===== config.mk =====
export PLATFORM = sky130hd
export DESIGN_NAME = mul_seq_ctrl
export DESIGN_NICKNAME = d
export VERILOG_FILES = /design/src/rtl/mul_seq_ctrl.sv
export SDC_FILE = /design/constraint.sdc
export NUM_CORES = 1
export LEC_CHECK = 0
export CAP_MARGIN = 20
export CORE_MARGIN = 2
export CORE_UTILIZATION = 46
export DETAILED_ROUTE_END_ITERATION = 16
export HOLD_SLACK_MARGIN = 0.06
export PLACE_DENSITY = 0.86
export SLEW_MARGIN = 20
export SYNTH_ARGS = -nofsm -noshare
export SYNTH_HDL_FRONTEND = slang
export SYNTH_SLANG_ARGS = --single-unit
export TNS_END_PERCENT = 50

===== constraint.sdc =====
create_clock -name clk -period 2.45 [get_ports clk]
set_input_delay 0.6125 -clock clk [delete_from_list [all_inputs] [get_ports clk]]
set_output_delay 0.6125 -clock clk [all_outputs]
set_load 0.02 [all_outputs]

===== src/rtl/mul_seq_ctrl.sv =====
// mul_seq_ctrl
//   Sequencing controller for a shift-and-add multiplier datapath in which the
//   multiplicand shifts left, the multiplier shifts right and the accumulator
//   adds the multiplicand whenever the multiplier LSB is 1.
//   One-hot Moore FSM: every output is a decode of the registered state.
//
// Parameters
//   WIDTH  operand width, i.e. number of multiplier bits to iterate
//   CNT_W  iteration counter width (2**CNT_W must exceed WIDTH)
//
// Ports
//   clk        rising-edge clock
//   rst        asynchronous active-low reset
//   start      request, sampled only in IDLE
//   q0         current multiplier LSB from the datapath
//   mplr_zero  remaining multiplier is all zeros (early-exit build only)
//   ld_a       load multiplicand register
//   ld_b       load multiplier register
//   clr_acc    clear accumulator
//   add_en     accumulator += multiplicand
//   shift_en   shift multiplicand left / multiplier right by one
//   busy       operation in progress
//   done       one-cycle completion pulse
//   state      one-hot debug vector {DONE,SHIFT,ADD,TEST,LOAD,IDLE}
//   cnt        remaining iterations
//
// Build option
//   MUL_SEQ_CTRL_EARLY_EXIT_EN : when defined, TEST jumps straight to DONE once
//   the remaining multiplier is zero. The accumulator is already aligned in this
//   datapath form, so the skipped iterations would only have added zero.
module mul_seq_ctrl #(
  parameter int WIDTH = 8,
  parameter int CNT_W = 4
) (
  input  logic             clk,
  input  logic             rst,
  input  logic             start,
  input  logic             q0,
  input  logic             mplr_zero,
  output logic             ld_a,
  output logic             ld_b,
  output logic             clr_acc,
  output logic             add_en,
  output logic             shift_en,
  output logic             busy,
  output logic             done,
  output logic [5:0]       state,
  output logic [CNT_W-1:0] cnt
);

  typedef enum logic [5:0] {
    S_IDLE  = 6'b000001,
    S_LOAD  = 6'b000010,
    S_TEST  = 6'b000100,
    S_ADD   = 6'b001000,
    S_SHIFT = 6'b010000,
    S_DONE  = 6'b100000
  } state_t;

  state_t           state_q;
  state_t           state_d;
  logic [CNT_W-1:0] cnt_q;
  logic [CNT_W-1:0] cnt_d;

`ifndef MUL_SEQ_CTRL_EARLY_EXIT_EN
  // Port kept so instantiations match both builds; it has no effect here.
  logic mplr_zero_unused;
  assign mplr_zero_unused = mplr_zero;
`endif

  always_ff @(posedge clk or negedge rst) begin
    if (!rst) begin
      state_q <= S_IDLE;
      cnt_q   <= '0;
    end else begin
      state_q <= state_d;
      cnt_q   <= cnt_d;
    end
  end

  // Any vector that is not exactly one of the six one-hot codes falls into the
  // default arm and recovers to IDLE. The counter is cleared whenever the next
  // state is IDLE, which covers recovery and the early-exit path alike.
  always_comb begin
    state_d = S_IDLE;
    cnt_d   = cnt_q;
    case (state_q)
      S_IDLE: begin
        state_d = start ? S_LOAD : S_IDLE;
      end
      S_LOAD: begin
        state_d = S_TEST;
        cnt_d   = CNT_W'(WIDTH);
      end
      S_TEST: begin
`ifdef MUL_SEQ_CTRL_EARLY_EXIT_EN
        if (mplr_zero)
          state_d = S_DONE;
        else
          state_d = q0 ? S_ADD : S_SHIFT;
`else
        state_d = q0 ? S_ADD : S_SHIFT;
`endif
      end
      S_ADD: begin
        state_d = S_SHIFT;
      end
      S_SHIFT: begin
        // A zero count here cannot occur legally; treating it as the last
        // iteration keeps the counter from wrapping.
        if (cnt_q != '0)
          cnt_d = cnt_q - 1'b1;
        state_d = (cnt_q <= CNT_W'(1)) ? S_DONE : S_TEST;
      end
      S_DONE: begin
        state_d = S_IDLE;
      end
      default: begin
        state_d = S_IDLE;
      end
    endcase
    if (state_d == S_IDLE)
      cnt_d = '0;
  end

  assign ld_a     = (state_q == S_LOAD);
  assign ld_b     = (state_q == S_LOAD);
  assign clr_acc  = (state_q == S_LOAD);
  assign add_en   = (state_q == S_ADD);
  assign shift_en = (state_q == S_SHIFT);
  assign busy     = (state_q == S_LOAD) || (state_q == S_TEST) ||
                    (state_q == S_ADD)  || (state_q == S_SHIFT);
  assign done     = (state_q == S_DONE);
  assign state    = state_q;
  assign cnt      = cnt_q;

endmodule


## Word-level counts from Yosys, hierarchy flattened

Index checks and enable logic that the tools add are counted.

- Add/subtract/negate cells: 1
- Mux-type cells: 7
- Eq/ne operators: 8
- Reductions and logical operators: 6
- Order comparisons: 1

Operator list:

| operator | number |
|---|---|
| 6-bit case mux with 5 select lines | 1 |
| 6-bit by 1-bit == test with 1-bit output, second input constant | 2 |
| 4-bit 2-to-1 mux | 2 |
| 4-bit case mux with 2 select lines | 1 |
| 6-bit by 2-bit == test with 1-bit output, second input constant | 1 |
| 6-bit by 3-bit == test with 1-bit output, second input constant | 1 |
| 6-bit by 4-bit == test with 1-bit output, second input constant | 1 |
| 6-bit by 5-bit == test with 1-bit output, second input constant | 1 |
| 6-bit == test, second input constant | 1 |
| 6-bit 2-to-1 mux | 1 |
| 5-bit 2-to-1 mux | 1 |
| 4-bit by 1-bit <= comparator with 1-bit output, second input constant | 1 |
| 4-bit nonzero test | 1 |
| 4-bit by 1-bit subtractor with 4-bit output, second input constant | 1 |
| 1-bit logical OR | 3 |
| 3-bit by 1-bit inequality test with 1-bit output, second input constant | 1 |
| 3-bit nonzero test | 1 |
| 2-bit 2-to-1 mux | 1 |
| 2-bit AND reduction | 1 |

- Bits of input ports: 5
- Output and inout bits: 17
- Register bits: 10
- Logic and storage cells: 25

## Logic depth before layout (Yosys ltp)

Gate-level depths: netlist of the first run.

- Word-level depth: 6
- Mapped depth: 6
- Mapped depth without buffers: 6

## Least setup slack after synthesis of the first run

No wires, ideal clock.

- Path kind: reg-to-output
- Start: reg state_q[3] (netlist: state[3])
- End: out busy
- Required time: 1837 ps
- Buffers on the path: 0
- Arrival time: 1480 ps
- Setup slack: 358 ps
- Cell stages (with the launch flop): 5
- Cells stage by stage: dfrtp_1 -> nor2_2 -> nand2_1 -> o22a_2 -> nor3_1

- Word-level cells in the longest chain between the ends: 4
- Elaborated cells between the ends (all ways): 7
- Classes of those cells: eq/ne: 4; reduce/logical: 3

RTL lines:

| what | line | source |
|---|---|---|
| start: declaration | 60 | `state_t state_q;` |
| start signal: assignment | 76 | `state_q <= state_d;` |
| 6-bit by 2-bit == test with 1-bit output or 6-bit by 3-bit == test with 1-bit output (tied branches) | 131 | `assign busy = (state_q == S_LOAD) \|\| (state_q == S_TEST) \|\|` |
| 1-bit logical OR (2 in series) | 131 |  |
| 1-bit logical OR (*) | 132 | `(state_q == S_ADD) \|\| (state_q == S_SHIFT);` |
| end: declaration | 45 | `output logic busy,` |

Every way passes the cells marked *; elsewhere a longest branch is shown, timed or not.

## Worst setup path after layout of the first run

Ends and elaborated chain as after synthesis.

==> results.cfg, run 1 <==
[setup_path]
path_cells = o21ai_0, o21ai_1, o22a_2, nor3_1, dlygate4sd2_1
cp_slowest_stage_delay_ps = 460
worstReg2RegStart = cnt[0]
cp.arrival_ps = 1710
worstSetupPathType = flip-flop to primary output
path_delay_family = compound AO/OA/AOI/OAI gates
crit_start = state[3]
worstPathRequired_ps = 1840
worst_setup_path_start_kind = flip-flop
critPathMaxFanout = 8
ff2ff_path_depth = 6
cp_slowest_cell = dfrtp_2
path_buf_inv = 1
end_kind = primary output
path_depth = 5

[routing]
avgViaCountPerCell = 5.45
wl_met1_um = 614
wl_met2_um = 667
totalWireLength_um = 1370
drc = 0
ant_nets = 0
wl_met3_um = 85
dr.pass1.iters = 4
routed.top_layer = met3
vias = 589
drt_iter0_drc = 15
wl_per_cell_um = 12.7

[die]
ioPinCount = 22
fp.dieW_um = 41.1
die_area_um2 = 1690
fp-row-count = 13
fp.dieH_um = 41.1
core_um2 = 1280
start_util = 0.492

[finish]
antennaDiodeCount = 0
drive_gt1_frac = 0.204
fin_nets = 101
layout.cells.non_filler = 108
syn2layout_area_growth_pct = 42.4
fin_area_um2 = 900
utilization = 0.700

[sta]
drv_slew = 0
timing_hold_violations_final = 0
fmax_ghz = 0.430
holdWs_ps = 628
rsz0062_at_grt = false
max-slew-margin-rel = 0.711
tightest_slew_ps = 431
skew_ps = 6.19
setup_violations = 0
timing.final.crit_share = 0.949
min_period_ps = 2330
fin_setup_tns_ps = 0
setup_slack_ps = 124

[worst_hold_path]
hold_path.startpoint = state[2]
hp-class = flip-flop to flip-flop
hold_depth = 2

[run_status]
status = completed

[clock_network]
cts_tree = built
cts_made_buffers = 3
clock_sinks = 10
clock_path_buffers = 2
path_clk_slew_ps = 60
htree_levels = 1
clock_latency_ps = 260
cts_root_buf = clkbuf_4
ctsHoldBuffers = 0

[logic_synthesis]
ys_seq_elements = 10
synth.avg_cell_area_um2 = 9.29
yosysUniqueCellTypes = 32
syn-cell-area_um2 = 632
syn-instance-count = 68
ys_warn_count = 0
yosysSeqAreaShare = 0.398
syn-num-nets = 75

[pwr]
p_int_uw = 411
p_seq_frac = 0.369
p_leak_nw = 0.455
pwr-share-clk = 0.218
power_frac_comb = 0.413
swShare = 0.377
switchingPower_uw = 248
cellPowerDensity_nw_per_um2 = 732
ir_drop_v = 0.000339
total_power_uw = 659

[global_route]
grt_max_degree = 11
grt-ovfl-total = 0
grt_antenna_before_repair = 0
track_usage = 0.190
grt_pass1_wl_um = 2060
grt_pass1_vias = 486

[placed_design]
io_buffers = 20
place_area_um2 = 858
pre_cts_ws_ps = 112
gp_congestion = 0.686
dpl.cell_count = 104
hpwlAfterDp_um = 1020

[run]
maxCapViolCount = 0
-- registers in the layout, indices dropped and copies added, names as in the netlist --
signal	cells
cnt	4
state	6
-- synth_stat cells --
cell type | instances | share of area
nand3b_1 | 1 | 0.012
nand2_1 | 2 | 0.012
and4b_1 | 1 | 0.016
dfrtp_1 | 9 | 0.36
o21ai_1 | 1 | 0.0079
nand4bb_1 | 1 | 0.018
o41ai_1 | 1 | 0.014
nor4_2 | 1 | 0.020
nand3_4 | 1 | 0.028
dfstp_2 | 1 | 0.042
or3_1 | 1 | 0.0099
ha_1 | 2 | 0.040
nand3_1 | 5 | 0.040
xor2_1 | 1 | 0.014
nor2_1 | 8 | 0.048
nor3_4 | 1 | 0.026
or3b_2 | 1 | 0.014
nand4b_1 | 1 | 0.014
nor2_2 | 1 | 0.0099
nor3b_1 | 1 | 0.012
inv_1 | 4 | 0.024
a21oi_1 | 3 | 0.024
o211a_1 | 1 | 0.016
and2_1 | 2 | 0.020
nor3_1 | 4 | 0.032
o21ai_0 | 4 | 0.032
nor3_2 | 1 | 0.016
buf_4 | 3 | 0.036
nand2b_1 | 1 | 0.0099
o22a_2 | 1 | 0.016
a31oi_1 | 2 | 0.020
inv_2 | 1 | 0.0059
-- power by group through the flow --
stage / logic, mW / clock network [mW] / registers [mW]
final: 0.272 / 0.143 / 0.243
after floorplan: 0.154 / 0 / 0.262
after global routing: 0.293 / 0.154 / 0.248
after detailed placement: 0.284 / 0 / 0.244
after global placement: 0.278 / 0 / 0.243
after CTS: 0.273 / 0.149 / 0.242
-- metal layers --
| layer | vias up | global-route usage |
|---|---|---|
| li1 | 296 | - |
| met3 | 0 | 0.0380 |
| met2 | 17 | 0.332 |
| met4 | 0 | 0.100 |
| met5 | - | 0 |
| met1 | 276 | 0.214 |
-- what timing repair did --
item                                   4_1_cts  5_1_grt
setup buffers                                0        0
setup endpoints to repair                    4        3
pin swaps                                    0        0
endpoints found under the hold margin        0        0
gates resized for setup                      6        3
-- cell usage in the layout, fill, tap and decap left out, drive strengths merged --
| cell | Yosys | layout |
|---|---|---|
| inv | 5 | 5 |
| nand4b | 1 | 1 |
| nor3 | 6 | 6 |
| dlygate4sd2 | 0 | 4 |
| nor2 | 9 | 9 |
| dfrtp | 9 | 9 |
| xor2 | 1 | 1 |
| nand2b | 1 | 1 |
| ha | 2 | 2 |
| o211a | 1 | 1 |
| clkdlybuf4s50 | 0 | 13 |
| and4b | 1 | 1 |
| o21ai | 5 | 5 |
| nor4 | 1 | 1 |
| or3b | 1 | 1 |
| nand3b | 1 | 1 |
| clkbuf | 0 | 4 |
| dfstp | 1 | 1 |
| nand4bb | 1 | 1 |
| nor3b | 1 | 1 |
| dlymetal6s2s | 0 | 3 |
| a21oi | 3 | 3 |
| or3 | 1 | 1 |
| o41ai | 1 | 1 |
| o22a | 1 | 1 |
| buf | 3 | 4 |
| nand3 | 6 | 6 |
| and2 | 2 | 2 |
| a31oi | 2 | 2 |
| nand2 | 2 | 2 |
-- tightest hold or removal path: stages (launching register included) --
cell	delay [ps]
dfrtp_2	450
nand3b_1	100
nor2_1	40
-- final timing paths --
kind / to / slack (ps)
setup / recovery: busy / 120
hold / removal: state[3] / 630
setup reg to reg: cnt[1] / 870
hold reg to reg: state[3] / 630
max in group asynchronous: state[3] / 1470
min in group asynchronous: cnt[2] / 650
-- area by class of cell --
cell class / count / area (µm²)
multi-input combinational: 50 / 339
timing repair buffer: 24 / 233
sequential: 10 / 254
inverter: 5 / 18.8
fill: 114 / 385
tap: 15 / 18.8
clock buffer: 4 / 36.3
-- cell families (layout without fill, tap and decap cells) --
group                    count (synthesis)  after routing  share of synthesized area
flip-flops                              10             10                      0.398
AND/OR/NAND/NOR                         34             34                      0.354
AO/OA/AOI/OAI                           13             13                      0.129
XOR/XNOR                                 1              1                     0.0139
adder cells (fa/ha/maj)                  2              2                     0.0396
buffers and inverters                    8             33                     0.0653
(Power assumes the default switching activity.)
==> run 2: changes to the inputs <==
CORE_UTILIZATION = 45   (was 46)
PLACE_DENSITY = 0.85   (was 0.86)
==> run 2 against run 1 <==
  * Worst hold slack worse by 11 ps
  * First-iteration DRC count down 67%
  * Global-route usage down 1.4 points
  * Die area up 2.0%
  * Highest routed layer is now met4
  * Count of clock-buffer cells in the layout unchanged
  * Sequential share of layout area down 0.061 points
  * Sequential power down 2%
==> results.cfg, run 2 (synthesis gave the netlist of run 1 again) <==
[run_status]
status = completed

[pwr]
cellPowerDensity_nw_per_um2 = 738
ir_drop_v = 0.000407
total_power_uw = 662
p_leak_nw = 0.411

[setup_path]
cp.arrival_ps = 1770
cp_slowest_stage_delay_ps = 600
path_buf_inv = 2
cp_slowest_cell = clkdlybuf4s50_1
reg2reg_to = cnt[1]
worstPathRequired_ps = 1840
r2r_slack_ps = 850
worst_setup_path_start_kind = flip-flop
path_cells = nor2_2, buf_4, and4b_1, clkdlybuf4s50_1
critPathMaxFanout = 8
end_kind = primary output
worstReg2RegStart = cnt[0]
path_depth = 4
path_delay_family = buffers and inverters
ff2ff_path_depth = 6
worstSetupPathType = flip-flop to primary output

[global_route]
track_usage = 0.176
grt_max_degree = 11
grt_pass1_wl_um = 2330
grt_pass1_vias = 571
grt_antenna_before_repair = 0
grt-ovfl-total = 0

[run]
maxCapViolCount = 0

[clock_network]
clock_latency_ps = 270
clock_path_buffers = 2
ctsHoldBuffers = 0
cts_root_buf = clkbuf_4
cts_made_buffers = 3
clock_sinks = 10
path_clk_slew_ps = 60
postCtsSetupBuffers = 0
htree_levels = 1
cts_tree = built

[worst_hold_path]
hold_depth = 2
hold_path.startpoint = cnt[1]
hp-class = flip-flop to flip-flop
hold_path_end = cnt[1]

[finish]
drive_gt1_frac = 0.202
syn2layout_area_growth_pct = 42.0
antennaDiodeCount = 0
layout_commonest_cell = clkdlybuf4s50_1
largest_reg_flops = 6
nFillCells = 122
most-common-layout-cells = clkdlybuf4s50_1, nor2_1, dfrtp_1
fin_nets = 102

[placed_design]
io_buffers = 20
gp_congestion = 0.793
hpwlAfterDp_um = 1110

[routing]
drc = 0
totalWireLength_um = 1350
dr.pass1.iters = 4
drt_iter0_drc = 5
wl_per_cell_um = 12.4
ant_nets = 0
vias = 595
avgViaCountPerCell = 5.46

[sta]
fin_setup_tns_ps = 0
min_period_ps = 2380
tightest_slew_ps = 420
timing.final.crit_share = 0.973
rsz0062_at_grt = false
skew_ps = 6.03
fmax_ghz = 0.420
max-slew-margin-rel = 0.719
drv_slew = 0
timing_hold_violations_final = 0
setup_violations = 0

[die]
ioPinCount = 22
die_area_um2 = 1720
fp-row-count = 13
core_um2 = 1300
fp.dieH_um = 41.5
start_util = 0.486
fp.dieW_um = 41.5
run 2: cell count changes in the layout (fill, tap and decap cells not counted), sizes merged:
cell / delta
dlymetal6s2s: -3
buf: +1
dlygate4sd2: +1
clkdlybuf4s50: +2
run 2: worst max path at each step:
| stage | start | to | slack (ps) |
|---|---|---|---|
| 5_1_grt | state[2] | done | 3 |
| 3_3_place_gp | state[2] | busy | 130 |
| 3_5_place_dp | state[2] | busy | 70 |
| 6_report | state[2] | done | 70 |
| 2_1_floorplan | state[3] | busy | 360 |
| 4_1_cts | state[2] | done | 40 |
run 2: area by class of cell:
type	instances	area, µm²	area share
inverters	5	18.8	0.0209
flip-flops and latches	10	253	0.282
multi-input cells	50	339	0.378
clock buffers	4	36.3	0.0404
repair buffers	25	231	0.258
well taps	15	18.8	0.0209
run 2: what timing repair did:
item                                    in CTS  in global routing
resized for setup                            5                  2
hold endpoints to repair                     0                  0
endpoints found under the setup margin       5                  2
gates cloned                                 0                  0
run 2: worst reg2reg max path, stage by stage, from the launching register on:
cell     delay, ps
dfrtp_1        460
inv_1           90
ha_1           220
nor3b_1        370
and2_1         180
o21ai_0         70
a21oi_1        140
run 2: through the flow:
step | util | hold WS, ps | setup WS (ps) | instances | area [µm²]
after detailed placement | 0.665 | 608 | 73.7 | 105 | 866
final | 0.689 | 618 | 66.6 | 109 | 897
after CTS | 0.688 | 621 | 39.7 | 109 | 896
after global routing | 0.689 | 657 | 3.24 | 109 | 897
after floorplan | - | 317 | 358 | 68 | 632
after global placement | 0.665 | 605 | 129 | 105 | 866
run 2: per-layer routing:
metal | vias to the layer above | global-route usage | routed length, µm
li1 | 295 | - | -
met1 | 277 | 0.181 | 546
met2 | 21 | 0.325 | 702
met3 | 2 | 0.0391 | 84
met4 | 0 | 0.0903 | 21
met5 | - | 0 | 0
run 2: power by group:
group	internal [mW]	switching [mW]
Clock	0.0903	0.0570
Sequential	0.194	0.0458
Combinational	0.128	0.148
Total	0.412	0.251
==> run 3: changes to the inputs <==
CTS_CLUSTER_SIZE = 14   (was default)
==> results of run 3 <==
Same layout as run 2: the final DEF is identical, and so are final timing and power.
